**src/rtl/coeff_bank_dbuf.sv**
```systemverilog
// -----------------------------------------------------------------------------
// coeff_bank_dbuf
//
// Purpose:
//   Runtime-reloadable, double-buffered coefficient store for a symmetric
//   (odd-length, linear-phase) FIR. Only the unique half of the taps is
//   stored. New coefficients are streamed into a shadow bank while the FIR
//   keeps reading the active bank. The banks swap in a single cycle, and
//   only on a frame boundary, so a frame never sees a mix of old and new
//   taps. The read port mirrors tap addresses, so the FIR can address all
//   NTAPS taps directly.
//
// Parameters:
//   COEFF_W        coefficient width (two's complement, Q2.(COEFF_W-3))
//   NTAPS          total tap count; must be odd and >= 3
//   DEFAULT_COEFFS HALF*COEFF_W packed reset contents of both banks.
//                  Element i sits at [i*COEFF_W +: COEFF_W]. The default is
//                  a passthrough: only the centre tap (HALF-1) is 1.0.
//
// Ports:
//   i_clk          system clock, rising edge
//   i_rst          asynchronous active-high reset
//   i_ld_valid     load word valid
//   o_ld_ready     block accepts a load word (low only while a complete
//                  shadow bank waits for its swap)
//   i_ld_data      coefficient; the k-th word of a load targets unique index k
//   i_ld_last      marks the final word of a load
//   i_frame_sync   one-cycle pulse at the FIR frame boundary (swap point)
//   i_rd_en        read request
//   i_rd_addr      tap index 0..NTAPS-1 (out-of-range addresses read as 0)
//   o_rd_data      registered coefficient, one cycle after i_rd_en
//   o_rd_valid     o_rd_data is valid
//   o_swap_done    one-cycle pulse after the active bank has been updated
//   o_load_err     one-cycle pulse after a malformed load is dropped
//   o_pending      shadow bank is complete and waiting for i_frame_sync
//   o_coef_ver     count of completed swaps, wraps 255 -> 0
//   o_fsm_state    debug view of the load FSM
//                  (0 = IDLE, 1 = LOADING, 2 = PENDING)
// -----------------------------------------------------------------------------
module coeff_bank_dbuf #(
    parameter int COEFF_W = 16,
    parameter int NTAPS   = 31,
    parameter logic [((NTAPS+1)/2)*COEFF_W-1:0] DEFAULT_COEFFS =
        {COEFF_W'(16'h2000), {(((NTAPS+1)/2-1)*COEFF_W){1'b0}}}
) (
    input  logic                       i_clk,
    input  logic                       i_rst,
    input  logic                       i_ld_valid,
    output logic                       o_ld_ready,
    input  logic [COEFF_W-1:0]         i_ld_data,
    input  logic                       i_ld_last,
    input  logic                       i_frame_sync,
    input  logic                       i_rd_en,
    input  logic [$clog2(NTAPS)-1:0]   i_rd_addr,
    output logic [COEFF_W-1:0]         o_rd_data,
    output logic                       o_rd_valid,
    output logic                       o_swap_done,
    output logic                       o_load_err,
    output logic                       o_pending,
    output logic [7:0]                 o_coef_ver,
    output logic [1:0]                 o_fsm_state
);

    localparam int HALF = (NTAPS + 1) / 2;
    localparam int AW   = $clog2(NTAPS);
    localparam int IW   = (HALF > 1) ? $clog2(HALF) : 1;

    typedef enum logic [1:0] {
        ST_IDLE    = 2'd0,
        ST_LOADING = 2'd1,
        ST_PENDING = 2'd2
    } state_t;

    state_t               r_state;
    state_t               w_state_next;
    logic [IW-1:0]        r_idx;
    logic [IW-1:0]        w_idx_next;

    logic [COEFF_W-1:0]   r_active [HALF];
    logic [COEFF_W-1:0]   r_shadow [HALF];

    logic                 w_ld_ready;
    logic                 w_accept;
    logic                 w_swap;
    logic                 w_err;

    logic                 r_swap_done;
    logic                 r_load_err;
    logic [7:0]           r_coef_ver;
    logic [COEFF_W-1:0]   r_rd_data;
    logic                 r_rd_valid;

    logic                 w_in_range;
    logic [AW-1:0]        w_mirror;
    logic [IW-1:0]        w_u;

    // Load handshake: a word transfers on every rising clock edge where
    // i_ld_valid and o_ld_ready are both high. o_ld_ready depends only on the
    // FSM state (never on i_ld_valid), so the sender may hold i_ld_valid and
    // its data stable until ready returns; nothing is consumed while ready is
    // low.
    assign w_ld_ready = (r_state != ST_PENDING);
    assign w_accept   = i_ld_valid && w_ld_ready;

    // -------------------------------------------------------------------------
    // Load FSM: next-state logic
    // -------------------------------------------------------------------------
    always_comb begin
        w_state_next = r_state;
        w_idx_next   = r_idx;
        w_err        = 1'b0;
        w_swap       = 1'b0;

        case (r_state)
            ST_IDLE: begin
                if (w_accept) begin
                    // NTAPS >= 3 means HALF >= 2, so a one-word load is
                    // always too short.
                    if (i_ld_last) begin
                        w_err      = 1'b1;
                        w_idx_next = '0;
                    end else begin
                        w_state_next = ST_LOADING;
                        w_idx_next   = IW'(1);
                    end
                end
            end

            ST_LOADING: begin
                if (w_accept) begin
                    if (r_idx == IW'(HALF - 1)) begin
                        // Final slot: it must carry ld_last, otherwise the
                        // sender's framing is wrong and the load is dropped.
                        w_idx_next = '0;
                        if (i_ld_last) begin
                            w_state_next = ST_PENDING;
                        end else begin
                            w_state_next = ST_IDLE;
                            w_err        = 1'b1;
                        end
                    end else if (i_ld_last) begin
                        w_state_next = ST_IDLE;
                        w_idx_next   = '0;
                        w_err        = 1'b1;
                    end else begin
                        w_idx_next = r_idx + IW'(1);
                    end
                end
            end

            ST_PENDING: begin
                // Only a sync seen while already PENDING swaps; a sync that
                // coincides with the final load word is seen in LOADING and
                // is ignored.
                if (i_frame_sync) begin
                    w_swap       = 1'b1;
                    w_state_next = ST_IDLE;
                end
            end

            default: begin
                w_state_next = ST_IDLE;
                w_idx_next   = '0;
            end
        endcase
    end

    // -------------------------------------------------------------------------
    // Load FSM: state register, status pulses and swap counter
    // -------------------------------------------------------------------------
    always_ff @(posedge i_clk or posedge i_rst) begin
        if (i_rst) begin
            r_state     <= ST_IDLE;
            r_idx       <= '0;
            r_swap_done <= 1'b0;
            r_load_err  <= 1'b0;
            r_coef_ver  <= 8'd0;
        end else begin
            r_state     <= w_state_next;
            r_idx       <= w_idx_next;
            r_swap_done <= w_swap;
            r_load_err  <= w_err;
            if (w_swap) begin
                r_coef_ver <= r_coef_ver + 8'd1;
            end
        end
    end

    // -------------------------------------------------------------------------
    // Coefficient banks
    // -------------------------------------------------------------------------
    // The shadow is written on every accepted word, including words of a load
    // that later turns out malformed. That is harmless: a partial shadow can
    // never reach PENDING, and the next good load rewrites every slot before
    // it can be swapped in. r_idx is 0 in IDLE, so the first word lands in
    // slot 0.
    always_ff @(posedge i_clk or posedge i_rst) begin
        if (i_rst) begin
            for (int i = 0; i < HALF; i++) begin
                r_active[i] <= DEFAULT_COEFFS[i*COEFF_W +: COEFF_W];
                r_shadow[i] <= DEFAULT_COEFFS[i*COEFF_W +: COEFF_W];
            end
        end else begin
            if (w_accept) begin
                r_shadow[r_idx] <= i_ld_data;
            end
            if (w_swap) begin
                for (int i = 0; i < HALF; i++) begin
                    r_active[i] <= r_shadow[i];
                end
            end
        end
    end

    // -------------------------------------------------------------------------
    // Read path: fold the tap address onto the stored half
    // -------------------------------------------------------------------------
    // Tap t and tap NTAPS-1-t share one stored coefficient. The mirrored
    // value is only meaningful when the address is in range; out-of-range
    // addresses are forced to zero below, so the wrapped w_mirror for those
    // addresses is never used.
    assign w_in_range = (i_rd_addr < AW'(NTAPS));
    assign w_mirror   = AW'(NTAPS - 1) - i_rd_addr;
    assign w_u        = (i_rd_addr < AW'(HALF)) ? IW'(i_rd_addr) : IW'(w_mirror);

    // Reads sample r_active before any swap on the same edge takes effect,
    // so a read issued in the swap cycle returns the old coefficient.
    always_ff @(posedge i_clk or posedge i_rst) begin
        if (i_rst) begin
            r_rd_data  <= '0;
            r_rd_valid <= 1'b0;
        end else begin
            r_rd_valid <= i_rd_en;
            if (i_rd_en) begin
                r_rd_data <= w_in_range ? r_active[w_u] : '0;
            end
        end
    end

    // -------------------------------------------------------------------------
    // Outputs
    // -------------------------------------------------------------------------
    assign o_ld_ready  = w_ld_ready;
    assign o_pending   = (r_state == ST_PENDING);
    assign o_rd_data   = r_rd_data;
    assign o_rd_valid  = r_rd_valid;
    assign o_swap_done = r_swap_done;
    assign o_load_err  = r_load_err;
    assign o_coef_ver  = r_coef_ver;
    assign o_fsm_state = r_state;

endmodule

```
**config.mk**
```make
export PLATFORM = sky130hd
export DESIGN_NAME = coeff_bank_dbuf
export DESIGN_NICKNAME = d
export VERILOG_FILES = /design/src/rtl/coeff_bank_dbuf.sv
export SDC_FILE = /design/constraint.sdc
export NUM_CORES = 1
export LEC_CHECK = 0
export CAP_MARGIN = 10
export CORE_MARGIN = 4
export CORE_UTILIZATION = 55
export DETAILED_ROUTE_END_ITERATION = 7
export GPL_ROUTABILITY_DRIVEN = 0
export PLACE_DENSITY = 0.72
export REMOVE_ABC_BUFFERS = 1
export SETUP_SLACK_MARGIN = 0.1
export SLEW_MARGIN = 20
export SYNTH_ARGS = -nofsm -noshare
export SYNTH_HDL_FRONTEND = slang
export SYNTH_SLANG_ARGS = --single-unit
```
**constraint.sdc**
```tcl
create_clock -name i_clk -period 66.6 [get_ports i_clk]
set_input_delay 19.98 -clock i_clk [delete_from_list [all_inputs] [get_ports i_clk]]
set_output_delay 19.98 -clock i_clk [all_outputs]
set_load 0.02 [all_outputs]
```
**Yosys cells after proc, flatten, opt, wreduce, memory -nomap -nowiden**

Cells that the tools add are included.
Widths: inputs -> output; s select.

- Add/sub/neg operators: 3
- Muxes and demuxes: 30
- Order comparisons: 5
- Bitwise gates (word level): 3
- Eq/ne operators: 9
- Reduce and logical (&&, ||, !) cells: 5

Operator list:

| cell | count |
|---|---|
| $bwmux 256 | 1 |
| $bmux 16 s4 | 1 |
| $demux 16 s4 | 1 |
| $mux 16 | 4 |
| $mux 4 | 5 |
| $mux 2 | 7 |
| $pmux 4 s3 | 1 |
| $ge 5x5->1 const B | 2 |
| $lt 5x5->1 const B | 2 |
| $ne 2x2->1 const B | 5 |
| $not 4->5 | 2 |
| $add 8x1->8 const B | 1 |
| $mux 1 | 8 |
| $pmux 2 s3 | 1 |
| $lt 5x1->1 const B | 1 |
| $reduce_and 5->1 | 1 |
| $add 4x1->4 const B | 1 |
| $eq 4x4->1 const B | 1 |
| $sub 4x4->4 const A | 1 |
| $ne 3x3->1 const B | 1 |
| $reduce_and 3->1 | 1 |
| $eq 2x1->1 const B | 1 |
| $eq 2x2->1 const B | 1 |
| $logic_and 1x1->1 | 2 |
| other kinds (3) | 3 |

- Bits in registers: 545
- Input port bits: 27
- Output and inout bits: 31
- Word-level logic and storage cells: 94

**Longest topological paths before layout**

Gate-level depths: netlist of the first run.

- Word-level depth: 7
- Gate-level depth with buffers: 8
- Depth with buffers taken out: 6

**Worst setup path after synthesis of the first run**

No wires, ideal clock.

- Path type: input-to-reg
- From: input i_rd_addr[0]
- To: register r_rd_data[5] (netlist: o_rd_data[5])
- Stages: 6
- Required time: 66.510 ns
- Library setup time: 0.090 ns
- Slack: 45.002 ns
- Arrival time: 21.508 ns
- Path buffers: 1
- Cells stage by stage: ha_1 > and2b_2 > xnor2_2 > buf_6 > mux4_1 > o221ai_1

- Word-level cells in the longest chain between the ends: 7
- Elaborated cells on any way between the ends: 9
- Those cells by class: 1 x add/sub; 2 x order compare; 5 x mux; 1 x bitwise

RTL lines:

| element | line | source |
|---|---|---|
| start, declared | 54 | `input logic [$clog2(NTAPS)-1:0] i_rd_addr,` |
| $sub 4x4->4 / $lt 5x5->1 (equally long branches) | 223, 224 |  |
| $mux 4 | 224 | `assign w_u = (i_rd_addr < AW'(HALF)) ? IW'(i_rd_addr) : IW'(w_mirror);` |
| $not 4->5 (not written as such) | 235 | `r_rd_data <= w_in_range ? r_active[w_u] : '0;` |
| $bmux 16 s4 | 235 |  |
| $mux 16 (not written as such) (2 in series) | 235 |  |
| $mux 16 (*) | 235 |  |
| end signal, assigned | 235 |  |
| end, declared | 90 | `logic [COEFF_W-1:0] r_rd_data;` |

Mark *: on every way between the ends. The rest lies on a longest branch, timed or not. The select of a mux whose other input is x is not followed.
A chain may end at the register's enable or synchronous reset.

**Worst setup path after layout of the first run**

- From: input i_frame_sync
- To: register r_coef_ver[5] (netlist: o_coef_ver[5])

- Word-level cells in the longest chain between the ends: 2

RTL lines:

| element | line | source |
|---|---|---|
| start, declared | 52 | `input logic i_frame_sync,` |
| $mux 1 | 155 | `if (i_frame_sync) begin` |
| $mux 1 | 114 | `case (r_state)` |
| end signal, assigned | 184 | `r_coef_ver <= r_coef_ver + 8'd1;` |
| end, declared | 89 | `logic [7:0] r_coef_ver;` |

Every way passes these cells.

==> impl_metrics.ini, run 1 <==
[hold_path]
min_to = o_coef_ver[7]
hold-path-cell-count = 1
holdCritPathClass = reg2reg
hold_start = o_coef_ver[7]

[yosys]
synth_edf_count = 0
synthArstFlopShare_pct = 100
synth-seq-cells = 545
seq_area_frac_synth_pct = 59.5
yosysTopAreaCell = dfrtp_1
synthTopCellsByArea = dfrtp_1 (59%), mux2_2 (25%), mux2i_1 (5.6%), mux4_1 (1.9%), mux4_2 (1.5%)
synthTopCellsByCount = dfrtp_1 (543), mux2_2 (502), mux2i_1 (129)
ys.flop_type = dfrtp_1
syn_area_um2 = 22900
avgSynthCellArea_um2 = 15.9
synth_most_common_cell = dfrtp_1
netlist_instances = 1440
ys_warn_count = 0
synth_top_cell_area_share_pct = 59.3
ys_types = 41

[power]
seqPwrFrac_pct = 49.9
p_switching_mw = 0.159
leakage_nw = 12.6
ir_drop_mv = 0.0218
swShare_pct = 21.8
power.share.combinational_pct = 6.5
p_clk_share_pct = 43.6
intPower_mw = 0.569
p_per_area_nw_per_um2 = 28.3

[global_routing]
grt_busiest_layer = met2
gr-usage-met1_pct = 29.9
grt-ovfl-total = 0
grt_usage_pct = 21.2
antenna_found_initial = 2
grt_pass1_wl_mm = 74.1
met2_usage_pct = 35.4
grt_max_degree = 181
first_global_vias = 12900
use_met3_pct = 3.11

[critical_path]
r2r_start = o_fsm_state[0]
cp.required_ns = 67.06
end_kind = flip-flop
reg2reg_depth = 6
critPathKind = in2reg
cp.arrival_ns = 23.46
start_kind = primary input
r2r_end = o_coef_ver[5]
rrSetupSlack_ns = 62.86
crit_path_max_fanout = 153

[clock_tree]
clk_pin_slew_worst_paths_ns = 0.05
post-cts-setup-buffers = 0
clock_path_buffers = 3
cts.repair.resized = 0
cts_root_buffer = clkbuf_16
cts_tree = yes
clk_latency_ns = 0.58
hold_buffers = 0
cts_sinks = 545
cts_made_buffers = 56
ctsHtreeMaxLevel = 2

[floorplanning]
start_util_pct = 55.9
chipWidth_um = 212
core_area_um2 = 41000
num_rows = 74
design.die.area_um2 = 45000
ioPinCount = 58
die_h_um = 212

[routing]
firstDrtPassIters = 4
wirelength_mm = 46.2
via_count = 12000
drtIter0Drc = 642
wl_per_cell_um = 22.6
ant_nets = 0
drc = 0
routed_via_density = 5.85

[timing]
setup_violations = 0
fin_tns_setup_ns = 0
fin_crit_sh_pct = 34.5
tightest_slew_ns = 1.02
rsz0062_at_grt = no
finClkSkew_ns = 0.0107
min_period_ns = 23.00
slew_violations = 0
hold_viol_final = 0
fmax_mhz = 43.5
slew_headroom_pct = 31.9

[layout]
instances_no_fill = 2047
nFillCells = 3000
drive_gt1_share_pct = 42.4
syn2layout_area_growth_pct = 12.1
nets = 1508
diodes = 0

[job]
cap_violations = 0

[place]
io_buffers = 57
dp_hpwl_mm = 24.4
dp_cells = 1947

[status]
status = finished, final reports clean
worst max-delay path by stage:
stage | slack (ns) | startpoint | cells past startpoint | end
after floorplan | 31.39 | i_rst | 1 | o_coef_ver[0]
after global placement | 43.02 | i_frame_sync | 7 | o_coef_ver[5]
after detailed placement | 43.02 | i_frame_sync | 7 | o_coef_ver[5]
after CTS | 43.66 | i_frame_sync | 7 | o_coef_ver[5]
after global routing | 43.43 | i_frame_sync | 7 | o_coef_ver[5]
final | 43.60 | i_frame_sync | 7 | o_coef_ver[5]
critical path: stages:
cell and delay (ns):
clkdlybuf4s50_1 0.48, and3b_4 0.68, buf_12 0.69, buf_4 0.85, and3_1 0.32, nand4_1 0.12
xnor2_1 0.14
layout by cell type, fill, tap and decap left out, types with 2 or more instances in the layout:
| cell | netlist | final |
|---|---|---|
| mux2_2 | 502 | 502 |
| nand2b_1 | 19 | 19 |
| o21ai_4 | 0 | 2 |
| clkbuf_8 | 0 | 16 |
| nand4_1 | 4 | 4 |
| nand2_1 | 7 | 7 |
| clkinv_2 | 0 | 9 |
| mux4_1 | 17 | 17 |
| ha_1 | 8 | 8 |
| and3_1 | 7 | 7 |
| buf_12 | 0 | 2 |
| nand3_4 | 4 | 4 |
| dfstp_2 | 2 | 2 |
| mux2i_1 | 129 | 129 |
| nor3_1 | 3 | 3 |
| clkbuf_1 | 26 | 13 |
| mux4_2 | 15 | 15 |
| clkdlybuf4s50_1 | 0 | 56 |
| clkbuf_16 | 0 | 57 |
| nand2_2 | 12 | 12 |
| dfrtp_1 | 543 | 543 |
| nor2_1 | 5 | 5 |
| buf_4 | 24 | 9 |
| nand3_1 | 2 | 2 |
| buf_6 | 3 | 3 |
| o221ai_1 | 16 | 16 |
| inv_1 | 9 | 8 |
| mux2_1 | 11 | 11 |
| a21oi_1 | 3 | 3 |
| o21ai_0 | 6 | 6 |
| bufinv_16 | 0 | 5 |
| xnor2_1 | 6 | 6 |
state kept, by name (all words and copies together) (netlist names):
| register | flops |
|---|---|
| o_coef_ver | 8 |
| r_active | 256 |
| o_load_err | 1 |
| o_fsm_state | 2 |
| o_rd_valid | 1 |
| o_swap_done | 1 |
| o_rd_data | 16 |
| r_idx | 4 |
| r_shadow | 256 |
through the flow:
stage          cell area, um^2  utilization [%]  power, mW  hold WS, ns  setup slack (ns)
2_1_floorplan            22400                -      0.398        0.459             31.39
3_3_place_gp             23800             58.0      0.414        0.465             43.02
3_5_place_dp             23800             58.0      0.417        0.472             43.02
4_1_cts                  25700             62.6      0.736        0.482             43.66
5_1_grt                  25700             62.6      0.756        0.509             43.43
6_report                 25700             62.6      0.728        0.473             43.60
kinds of logic after synthesis:
group                    after synthesis  share of synthesized area [%]
adder cells (fa/ha/maj)                8                          0.437
AO/OA/AOI/OAI                         32                           1.02
buffers and inverters                104                           2.44
multiplexers                         674                           34.3
flip-flops                           545                           59.5
AND/OR/NAND/NOR                       69                           1.96
XOR/XNOR                               8                          0.339
cell type report:
cell class,instances,area [um^2],area share (%)
Clock buffer,86,1700,6.60
Inverter,9,41.3,0.161
Timing Repair Buffer,70,702,2.73
Multi-Input combinational cell,791,8750,34.1
Clock inverter,14,195,0.760
Sequential cell,545,13600,53.1
Tap cell,532,666,2.59
layer usage:
metal / vias to the layer above / part of all wire [%]
li1: 5296 / -
met1: 6452 / 46
met2: 157 / 49
met3: 59 / 3.4
met4: 2 / 1.6
met5: - / 0.028
power by group through the flow:
stage / Combinational (mW) / Clock [mW] / Sequential, mW
after CTS: 0.0484 / 0.325 / 0.363
after global routing: 0.0524 / 0.338 / 0.365
after detailed placement: 0.0482 / 0 / 0.369
final: 0.0471 / 0.318 / 0.363
after global placement: 0.0466 / 0 / 0.367
after floorplan: 0.0315 / 0 / 0.366
No activity file was read; power rests on OpenSTA's default activity.
==> run 2, diff against run 1 <==
Settings changed: PLACE_DENSITY 0.72 to 0.75.
Clock period 66.6 ns to 18.4 ns, I/O delays scaled along.
==> run 2 against run 1 <==
Net effect:
- die area did not move
- worst setup slack lost 34 ns
- power increased to 3.6 times the previous value
- largest power group unchanged
- highest routed layer is now met4
==> impl_metrics.ini, run 2 (synthesis results as in run 1) <==
[status]
status = finished, final reports clean

[critical_path]
crit_path_frequent_cell = buf_4
crit_chain = clkdlybuf4s50_1, and3b_4, buf_4, buf_4, mux2_2
cp.required_ns = 18.87
r2r_start = o_fsm_state[0]
end_kind = flip-flop
rrSetupSlack_ns = 14.56
crit_path_max_fanout = 66
critPathKind = in2reg
max_stage_delay_ns = 0.87
critPathLaunch = i_frame_sync
start_kind = primary input
cp_slowest_cell = and3b_4
cp.arrival_ns = 9.10

[routing]
drc = 0
wl_per_cell_um = 23.2
ant_nets = 0
routed_via_density = 5.90
firstDrtPassIters = 5
drtIter0Drc = 508
wirelength_mm = 47.5
via_count = 12100

[clock_tree]
post-cts-setup-buffers = 0
cts_root_buffer = clkbuf_16
cts.repair.resized = 0
hold_buffers = 0
ctsHtreeMaxLevel = 2
clock_path_buffers = 3
cts_tree = yes
cts_made_buffers = 56
cts_sinks = 545
clk_latency_ns = 0.59
clk_pin_slew_worst_paths_ns = 0.06

[global_routing]
grt_usage_pct = 21.7
grt-ovfl-total = 0
grt_max_degree = 85
antenna_found_initial = 1
grt_pass1_wl_mm = 75.6
first_global_vias = 13000

[place]
dp_hpwl_mm = 25.2
io_buffers = 57
placed_cell_area_um2 = 23800
pre_cts_ws_ns = 9.19

[layout]
syn2layout_area_growth_pct = 11.9
finalInstanceArea_um2 = 25600
final_cell_mix = dfrtp_1 (543), mux2_2 (502), mux2i_1 (129), clkbuf_16 (57), clkdlybuf4s50_1 (56)
drive_gt1_share_pct = 42.3
diodes = 0
nets = 1512
layout_commonest_cell = dfrtp_1
finish.utilization_pct = 62.5

[job]
cap_violations = 0

[floorplanning]
ioPinCount = 58
design.die.area_um2 = 45000
start_util_pct = 55.9
core_area_um2 = 41000
die_h_um = 212
chipWidth_um = 212
num_rows = 74

[timing]
tightest_slew_ns = 1.03
setup_violations = 0
finalHoldWorstSlack_ns = 0.481
rsz0062_at_grt = no
hold_viol_final = 0
fin_crit_sh_pct = 46.9
slew_violations = 0
min_period_ns = 8.63
timing.final.ws_setup_ns = 9.77
slew_headroom_pct = 31.0
finClkSkew_ns = 0.00903
fmax_mhz = 116

[power]
ir_drop_mv = 0.0705
leakage_nw = 12.6
p_total_mw = 2.59
p_per_area_nw_per_um2 = 101

[hold_path]
holdCritPathClass = reg2reg
hold_start = o_coef_ver[7]
## run 2: cell count changes in the layout (fill, tap and decap cells not counted)
cell | previous run | this run
clkbuf_1 | 13 | 16
buf_4 | 9 | 14
buf_12 | 2 | 0
clkinv_2 | 9 | 12
buf_16 | 0 | 2
clkinvlp_4 | 0 | 1
bufinv_16 | 5 | 3
clkbuf_8 | 16 | 10
inv_6 | 0 | 1
buf_6 | 3 | 2
## run 2: area by class of cell
type / instances / area [um^2]
Timing Repair Buffer: 74 / 743
Fill cell: 2993 / 15400
Inverter: 9 / 41.3
Clock buffer: 83 / 1620
Tap cell: 532 / 666
Multi-Input combinational cell: 791 / 8750
Clock inverter: 17 / 166
Sequential cell: 545 / 13600
## run 2: final timing paths
path	end	cells past startpoint
max	r_active[210]	5
min	o_coef_ver[7]	1
max reg2reg	r_active[210]	4
min reg2reg	o_coef_ver[7]	1
max in group asynchronous	r_active[74]	4
min in group asynchronous	o_swap_done	2
## run 2: through the flow
stage / TNS [ns] / instances
2_1_floorplan: -1277.24 / 1345
3_3_place_gp: 0 / 1949
3_5_place_dp: 0 / 1949
4_1_cts: 0 / 2049
5_1_grt: 0 / 2051
6_report: 0 / 2051
## run 2: layer usage
| layer | vias to the layer above | part of all wire (%) | track usage, % |
|---|---|---|---|
| met4 | 0 | 2.1 | 5.84 |
| met3 | 73 | 3.9 | 3.51 |
| met5 | - | 0 | 0 |
| met2 | 216 | 50 | 36.6 |
| met1 | 6524 | 44 | 29.8 |
| li1 | 5278 | - | - |
## run 2: worst max-delay path, delay by kind of cell
| kind | cells | cell delay (ns) |
|---|---|---|
| multiplexers | 1 | 0.42 |
| AND/OR/NAND/NOR | 1 | 0.87 |
| buffers and inverters | 3 | 2.15 |
## run 2: report_power, final
group	leakage, nW	internal (mW)	switching, mW
sequential	7.45	1.28	0.0383
clock	0.887	0.649	0.452
combinational	4.22	0.0844	0.0891
